===== config.mk =====
export PLATFORM = sky130hd
export DESIGN_NAME = kc_ls1u_plus_cpu_flat
export DESIGN_NICKNAME = d
export VERILOG_FILES = /design/src/rtl/kc_ls1u_plus_cpu_if.sv /design/src/rtl/kc_ls1u_plus_cpu.sv /design/src/flat_wrapper.sv
export SDC_FILE = /design/constraint.sdc
export NUM_CORES = 1
export LEC_CHECK = 0
export ABC_AREA = 1
export BUFFER_PORTS_ARGS = -buffer_cell sky130_fd_sc_hd__buf_4
export CAP_MARGIN = 20
export CORE_MARGIN = 8
export CORE_UTILIZATION = 57
export CTS_BUF_LIST = sky130_fd_sc_hd__clkbuf_8
export DETAILED_ROUTE_END_ITERATION = 8
export PLACE_DENSITY_LB_ADDON = 0.3
export SLEW_MARGIN = 20
export SYNTH_ARGS = -nofsm -noshare
export SYNTH_HDL_FRONTEND = slang
export SYNTH_SLANG_ARGS = --single-unit

===== constraint.sdc =====
create_clock -name clk -period 4 [get_ports clk]
set_input_delay 0.8 -clock clk [delete_from_list [all_inputs] [get_ports clk]]
set_output_delay 0.8 -clock clk [all_outputs]
set_load 0.01 [all_outputs]

===== src/rtl/kc_ls1u_plus_cpu_if.sv =====
// rtl/kc_ls1u_plus_cpu_if.sv - instruction and data memory bus of the kc_ls1u_plus CPU core
interface kc_ls1u_plus_cpu_if;
  logic [23:0] iaddr;
  logic [15:0] instr;
  logic [23:0] daddr;
  logic        dwrite;
  logic [7:0]  ddata_i;
  logic [7:0]  ddata_o;

  modport master (
    output iaddr,
    input  instr,
    output daddr,
    output dwrite,
    input  ddata_i,
    output ddata_o
  );

  modport slave (
    input  iaddr,
    output instr,
    input  daddr,
    input  dwrite,
    output ddata_i,
    input  ddata_o
  );
endinterface


===== src/rtl/kc_ls1u_plus_cpu.sv =====
// rtl/kc_ls1u_plus_cpu.sv - 8-bit single-cycle Harvard CPU core with vectored interrupt and WAIT stall
module kc_ls1u_plus_cpu #(
  parameter logic [23:0] RST_PC = 24'h000000
) (
  input  logic                   clk,
  input  logic                   rst,
  input  logic                   INT,
  input  logic                   WAIT,
  input  logic [23:0]            IVEC_addr,
  kc_ls1u_plus_cpu_if.master     bus
);

  typedef enum logic [3:0] {
    OP_NOP  = 4'h0,
    OP_LDI  = 4'h1,
    OP_MOV  = 4'h2,
    OP_ALU  = 4'h3,
    OP_ADDI = 4'h4,
    OP_LD   = 4'h5,
    OP_ST   = 4'h6,
    OP_BR   = 4'h7,
    OP_JR   = 4'h8,
    OP_EI   = 4'h9,
    OP_DI   = 4'hA,
    OP_IRET = 4'hB
  } opcode_e;

  // Architectural state
  logic [7:0]  rf [16];
  logic        z;
  logic        c;
  logic [23:0] pc;
  logic [23:0] epc;
  logic        ie;

  // Instruction fields
  logic [3:0]  op;
  logic [3:0]  rd;
  logic [3:0]  rs;
  logic [3:0]  fn;
  logic [7:0]  imm;
  logic [7:0]  a;
  logic [7:0]  b;

  // Next-state values produced by the decoder
  logic        rf_we;
  logic [7:0]  rf_wd;
  logic        fl_we;
  logic        z_n;
  logic        c_n;
  logic [23:0] pc_n;
  logic        ie_n;
  logic        irq_take;
  logic        br_taken;
  logic [8:0]  wide;

  assign op  = bus.instr[15:12];
  assign rd  = bus.instr[11:8];
  assign fn  = bus.instr[7:4];
  assign rs  = bus.instr[3:0];
  assign imm = bus.instr[7:0];
  assign a   = rf[rd];
  assign b   = rf[rs];

  // An interrupt only wins at a posedge that is neither in reset nor stalled
  assign irq_take = INT & ie;

  assign bus.iaddr   = pc;
  assign bus.daddr   = {rf[15], rf[14], rf[13]};
  assign bus.ddata_o = rf[rd];
  assign bus.dwrite  = (op == OP_ST) & rst & ~WAIT & ~irq_take;

  // Decode the current instruction into register, flag, PC and IE updates
  always_comb begin
    rf_we    = 1'b0;
    rf_wd    = 8'h00;
    fl_we    = 1'b0;
    z_n      = z;
    c_n      = c;
    pc_n     = pc + 24'd1;
    ie_n     = ie;
    br_taken = 1'b0;
    wide     = 9'h000;
    case (op)
      OP_LDI: begin
        rf_we = 1'b1;
        rf_wd = imm;
      end
      OP_MOV: begin
        rf_we = 1'b1;
        rf_wd = b;
      end
      OP_ALU: begin
        if (fn[3] == 1'b0) begin
          rf_we = 1'b1;
          fl_we = 1'b1;
          case (fn[2:0])
            3'd0: wide = {1'b0, a} + {1'b0, b};
            3'd1: wide = {1'b0, a} - {1'b0, b};
            3'd2: wide = {1'b0, a & b};
            3'd3: wide = {1'b0, a | b};
            3'd4: wide = {1'b0, a ^ b};
            3'd5: wide = {1'b0, ~b};
            3'd6: wide = {b[7], b[6:0], 1'b0};
            default: wide = {b[0], 1'b0, b[7:1]};
          endcase
          rf_wd = wide[7:0];
          z_n   = (wide[7:0] == 8'h00);
          c_n   = wide[8];
        end
      end
      OP_ADDI: begin
        wide  = {1'b0, a} + {1'b0, imm};
        rf_we = 1'b1;
        rf_wd = wide[7:0];
        fl_we = 1'b1;
        z_n   = (wide[7:0] == 8'h00);
        c_n   = wide[8];
      end
      OP_LD: begin
        rf_we = 1'b1;
        rf_wd = bus.ddata_i;
      end
      OP_BR: begin
        case (rd)
          4'd0:    br_taken = 1'b1;
          4'd1:    br_taken = z;
          4'd2:    br_taken = ~z;
          4'd3:    br_taken = c;
          4'd4:    br_taken = ~c;
          default: br_taken = 1'b0;
        endcase
        if (br_taken) begin
          pc_n = pc + 24'd1 + {{16{imm[7]}}, imm};
        end
      end
      OP_JR: begin
        pc_n = {rf[15], rf[14], rf[13]};
      end
      OP_EI: begin
        ie_n = 1'b1;
      end
      OP_DI: begin
        ie_n = 1'b0;
      end
      OP_IRET: begin
        pc_n = epc;
        ie_n = 1'b1;
      end
      default: begin
        rf_we = 1'b0;
      end
    endcase
  end

  // Retire one instruction per non-stalled edge; reset beats WAIT beats interrupt
  always_ff @(posedge clk) begin
    if (!rst) begin
      rf  <= '{default: 8'h00};
      z   <= 1'b0;
      c   <= 1'b0;
      pc  <= RST_PC;
      epc <= 24'h000000;
      ie  <= 1'b0;
    end else if (!WAIT) begin
      if (irq_take) begin
        epc <= pc;
        ie  <= 1'b0;
        pc  <= IVEC_addr;
      end else begin
        pc <= pc_n;
        ie <= ie_n;
        if (rf_we) begin
          rf[rd] <= rf_wd;
        end
        if (fl_we) begin
          z <= z_n;
          c <= c_n;
        end
      end
    end
  end

endmodule


===== src/flat_wrapper.sv =====
// flat-port wrapper written by rule: the top's interface ports become plain ports
module kc_ls1u_plus_cpu_flat 
#(
  parameter logic [23:0] RST_PC = 24'h000000
)
  (clk, rst, INT, WAIT, IVEC_addr, bus_iaddr, bus_instr, bus_daddr, bus_dwrite, bus_ddata_i, bus_ddata_o);
  kc_ls1u_plus_cpu_if bus_i ();
  input  logic clk;
  input  logic rst;
  input  logic INT;
  input  logic WAIT;
  input  logic [23:0] IVEC_addr;
  output wire logic [$bits(bus_i.iaddr)-1:0] bus_iaddr;
  input wire logic [$bits(bus_i.instr)-1:0] bus_instr;
  output wire logic [$bits(bus_i.daddr)-1:0] bus_daddr;
  output wire logic [$bits(bus_i.dwrite)-1:0] bus_dwrite;
  input wire logic [$bits(bus_i.ddata_i)-1:0] bus_ddata_i;
  output wire logic [$bits(bus_i.ddata_o)-1:0] bus_ddata_o;
  assign bus_iaddr = bus_i.iaddr;
  assign bus_i.instr = bus_instr;
  assign bus_daddr = bus_i.daddr;
  assign bus_dwrite = bus_i.dwrite;
  assign bus_i.ddata_i = bus_ddata_i;
  assign bus_ddata_o = bus_i.ddata_o;
  kc_ls1u_plus_cpu #(.RST_PC(RST_PC)) u_core (.clk(clk), .rst(rst), .INT(INT), .WAIT(WAIT), .IVEC_addr(IVEC_addr), .bus(bus_i));
endmodule

==> summary.md <==
| Metric | Value |
|---|---|
| X dimension of the die | `172 µm` |
| Post-synth design cell area | `13900 µm²` |
| Instance count along the most critical hold path | `2` |
| Cell with the most instances after synthesis | `sky130_fd_sc_hd__inv_1` |
| Slowest cell delay on critical path | `0.60 ns` |
| Fin crit period | `3.83 ns` |
| Number of hold violations in the final report | `0` |
| Highest-delay cell along the critical path | `sky130_fd_sc_hd__o21ai_4` |
| Total internal power | `0.00277 W` |
| Overall track demand over capacity in global routing | `35.3%` |
| Sw power | `0.00164 W` |
| Switching fraction of total power | `37.1%` |
| Clock transition at the register clock pins on the worst setup and hold paths after CTS | `0.12 ns` |
| Hold Crit Class | `reg2reg` |
| Synthesized netlist net count | `2321` |
| H-tree depth | `4` |
| Number of enable flip-flop cells after synthesis | `0` |
| Top flip-flop cell by instance count after synthesis | `sky130_fd_sc_hd__dfxtp_1` |
| WL per Instance | `19.4 µm` |
| Crit Path Max Fanout | `34` |
| DP Area | `16000 µm²` |
| DRT iter0 DRCs | `2169` |
| Pin slew with the least headroom to its limit | `0.816 ns` |
| Drt via density | `5.94` |
| Standard cell core area | `24200 µm²` |
| Util after Layout | `68.6%` |
| Syn. warnings | `0` |
| Period Utilization, post-route | `95.8%` |
| Worst setup path start | `bus_instr[0]` |
| Final setup vio count | `0` |
| CTS Hold Buffers Added | `0` |
| Slew HR | `45.6%` |
| Fraction of power consumed by combinational cells | `26.1%` |
| Share of post-route cells with drive strength above 1 | `18.0%` |
| Mean cell area of the mapped netlist | `6.30 µm²` |
| Category of the worst setup path capture point | `flip-flop` |
| Async set-reset flop share out of synthesis | `0%` |
| Most frequent cells after synthesis | `sky130_fd_sc_hd__inv_1 (398), sky130_fd_sc_hd__nand2_1 (353), sky130_fd_sc_hd__a21oi_1 (241)` |
| Cells along the critical path | `buf_4 -> buf_12 -> a21oi_2 -> o21ai_1 -> nand3_1 -> nand3_2 -> nand2_2 -> inv_2 -> ha_4 -> or2_4 -> xor2_1 -> ha_1 -> nand3_1 -> nand2_1 -> buf_4 -> o21ai_0 -> inv_1 -> a21oi_1 -> nand3_2 -> o21ai_2 -> o21ai_4 -> o21ai_0 -> inv_1` |
| Total number of placement rows | `57` |
| Number of primary I/O pins | `109` |
| Worst IR Drop VDD | `0.206 mV` |
| Non-filler instance count after layout | `2725` |
| Kind of start point of the critical path | `input port` |
| Post-synth cell types | `57` |
| Maximum number of pins on one net before global-route repair | `70` |
| Synthesized netlist cell count | `2209` |
| Result of the run | `completed` |
| Root buffer selected by CTS | `sky130_fd_sc_hd__clkbuf_8` |
| Wire length of the first global-routing pass | `81600 µm` |
| Number of CTS-inserted buffers | `17` |
| Remaining global-route overflow | `0` |
| Worst min-delay path startpoint | `u_core.epc[15]` |
| Final Max Slew Viols | `0` |
| Cells taking the most area after synthesis | `sky130_fd_sc_hd__dfxtp_1 (26%), sky130_fd_sc_hd__inv_1 (11%), sky130_fd_sc_hd__nand2_1 (9.5%)` |
| Via count of the first global-routing pass | `15200` |
| IO buf count | `108` |
| Critical path start-end classification | `in2reg` |
| Dominant cell type by area after synthesis | `sky130_fd_sc_hd__dfxtp_1` |
| Number of DRC violations after detailed routing | `0` |
| Maximum clock rate | `261 MHz` |
| Setup WS post-layout | `0.166 ns` |
| Source-to-sink clock delay at the later pin of the worst-skew pair | `0.50 ns` |
| Half-perimeter wire length after detailed placement | `40500 µm` |
| Area added between synthesis and finish | `19.2%` |
| Final cell area excluding filler cells | `16600 µm²` |
| Instance count after placement with tap cells included | `2688` |
| WHS | `0.541 ns` |
| Power density over the cells | `266 nW/µm²` |
| Flop pwr share | `41.7%` |
| Portion of total power attributed to the clock network | `32.2%` |
| Buffers and inverters on the worst path | `6` |
| Number of nets in the layout | `2499` |
| Critical path's top delay family | `compound AO/OA/AOI/OAI gates` |
| Arrival time of the worst setup path | `4.27 ns` |
| Depth of the critical timing path with buffers and inverters included | `23` |
| Worst r2r path cells | `19` |
| Worst clock skew | `0.0271 ns` |
| Vias | `16200` |
| Number of buffers between clock root and the deepest sink | `2` |
| Leakage dissipation | `8.22 nW` |
| Clock tree from TritonCTS | `built` |
| Endpoint required time on the critical path | `4.43 ns` |
| Register bit count reported by yosys | `179` |
| CTS sink cnt | `179` |
| Portion of synthesized cell area occupied by the leading cell type | `25.7%` |
| Number of antenna violations at the first check in global routing | `1` |
| Die Area | `29700 µm²` |
| R2r startpoint | `u_core.bus.iaddr[1]` |
| Height of the die | `172 µm` |
| Count of TritonRoute iterations in the first routing pass | `6` |
| Max-capacitance violation count | `0` |
| GP Congestion | `1.06` |
| Total routed wirelength | `52900 µm` |
| Number of nets with antenna violations after detailed routing | `0` |
| Initial core utilization | `57.6%` |
| Setup Slack @ Placement | `-0.336 ns` |
| Post-synthesis sequential area ratio | `25.7%` |
## worst paths after layout
path	endpoint	slack, ns
worst max-delay path	u_core.rf[123]	0.17
worst min-delay path	u_core.epc[15]	0.54
worst max register to register	u_core.bus.iaddr[15]	0.23
worst min register to register	u_core.epc[15]	0.54
## power by group through the flow
stage / combinational, W / sequential, W / clock [W]
after floorplan: 0.000648 / 0.00187 / 0
after global placement: 0.00108 / 0.00187 / 0
after CTS: 0.00110 / 0.00184 / 0.00141
after global routing: 0.00125 / 0.00184 / 0.00149
final: 0.00115 / 0.00184 / 0.00142
after detailed placement: 0.00110 / 0.00188 / 0
## flip-flops by register name (all words and copies together) (netlist names)
signal	cells
u_core.c	1
u_core.z	1
u_core.rf	104
u_core.epc	24
u_core.ie	1
u_core.bus.iaddr	24
u_core.bus.daddr	24
## timing repair
action | CTS | global route
setup buffers | 0 | 4
endpoints found under the hold margin | 0 | 0
setup endpoints to repair | 0 | 73
gates resized for setup | 0 | 27
## logic make-up after synthesis
group,synth area share [%]
and+or+nand+nor,22.7
AOI/OAI and AO/OA,26.9
buffers and inverters,16.9
DFF,25.7
adders and majority gates,5.55
xor gates and xnor gates,2.14
## layout by cell type, fill, tap and decap left out, types with 9 or more instances in the layout
master / instances
sky130_fd_sc_hd__inv_1: 398
sky130_fd_sc_hd__o21ai_2: 15
sky130_fd_sc_hd__o21ai_0: 149
sky130_fd_sc_hd__o22ai_1: 64
sky130_fd_sc_hd__nor2_1: 146
sky130_fd_sc_hd__buf_12: 17
sky130_fd_sc_hd__dfxtp_1: 177
sky130_fd_sc_hd__nor3_1: 9
sky130_fd_sc_hd__nand4_1: 29
sky130_fd_sc_hd__o21ai_1: 82
sky130_fd_sc_hd__nand2_1: 353
sky130_fd_sc_hd__xor2_1: 27
sky130_fd_sc_hd__a21oi_2: 18
sky130_fd_sc_hd__nand3_1: 153
sky130_fd_sc_hd__o21a_1: 14
sky130_fd_sc_hd__a21oi_1: 223
sky130_fd_sc_hd__o2111ai_1: 11
sky130_fd_sc_hd__ha_1: 56
sky130_fd_sc_hd__a221oi_1: 19
sky130_fd_sc_hd__clkbuf_8: 17
sky130_fd_sc_hd__inv_2: 24
sky130_fd_sc_hd__buf_4: 270
sky130_fd_sc_hd__o211ai_1: 10
## per-stage QoR
stage               setup TNS, ns  total power (W)
floorplan                       0          0.00252
global placement           -17.14          0.00295
detailed placement         -22.69          0.00297
CTS                             0          0.00435
global route               -0.163          0.00457
finish                          0          0.00441
## metal layers
| metal | vias up | share of wire, % | wire, µm | GRT usage (%) |
|---|---|---|---|---|
| met5 | - | 0 | 0 | 0 |
| met4 | 0 | 4.6 | 2460 | 14.8 |
| met3 | 206 | 12 | 6410 | 7.69 |
| met2 | 1028 | 44 | 23300 | 55.8 |
| met1 | 7330 | 39 | 20700 | 45.8 |
| li1 | 7635 | - | - | - |
## area by class of cell
cell class	instances	area, µm²
clock buffers	17	234
clock inverters	15	226
repair buffers	287	2370
flip-flops and latches	179	3590
diodes	1	2.50
inverters	428	1620
well taps	324	405
multi-input cells	1474	8150
fillers	2193	7590
## worst reg2reg max path: stages, from the launching register on
cell                       delay [ns]
sky130_fd_sc_hd__dfxtp_1         0.43
sky130_fd_sc_hd__ha_1            0.21
sky130_fd_sc_hd__nand2_1         0.08
sky130_fd_sc_hd__nor2_2          0.17
sky130_fd_sc_hd__nand2_1         0.10
sky130_fd_sc_hd__nor2_1          0.16
sky130_fd_sc_hd__nand3_1         0.15
sky130_fd_sc_hd__nor3_2          0.20
sky130_fd_sc_hd__nor2_1          0.06
sky130_fd_sc_hd__nor2_1          0.21
sky130_fd_sc_hd__ha_1            0.33
sky130_fd_sc_hd__a21oi_1         0.19
sky130_fd_sc_hd__a21boi_0        0.21
sky130_fd_sc_hd__o21ai_0         0.16
sky130_fd_sc_hd__a21oi_2         0.23
sky130_fd_sc_hd__nor2_1          0.07
sky130_fd_sc_hd__o221ai_1        0.38
sky130_fd_sc_hd__nand2_1         0.09
sky130_fd_sc_hd__a21oi_1         0.17
sky130_fd_sc_hd__nor2_1          0.06
No activity file was read; power rests on OpenSTA's default activity.
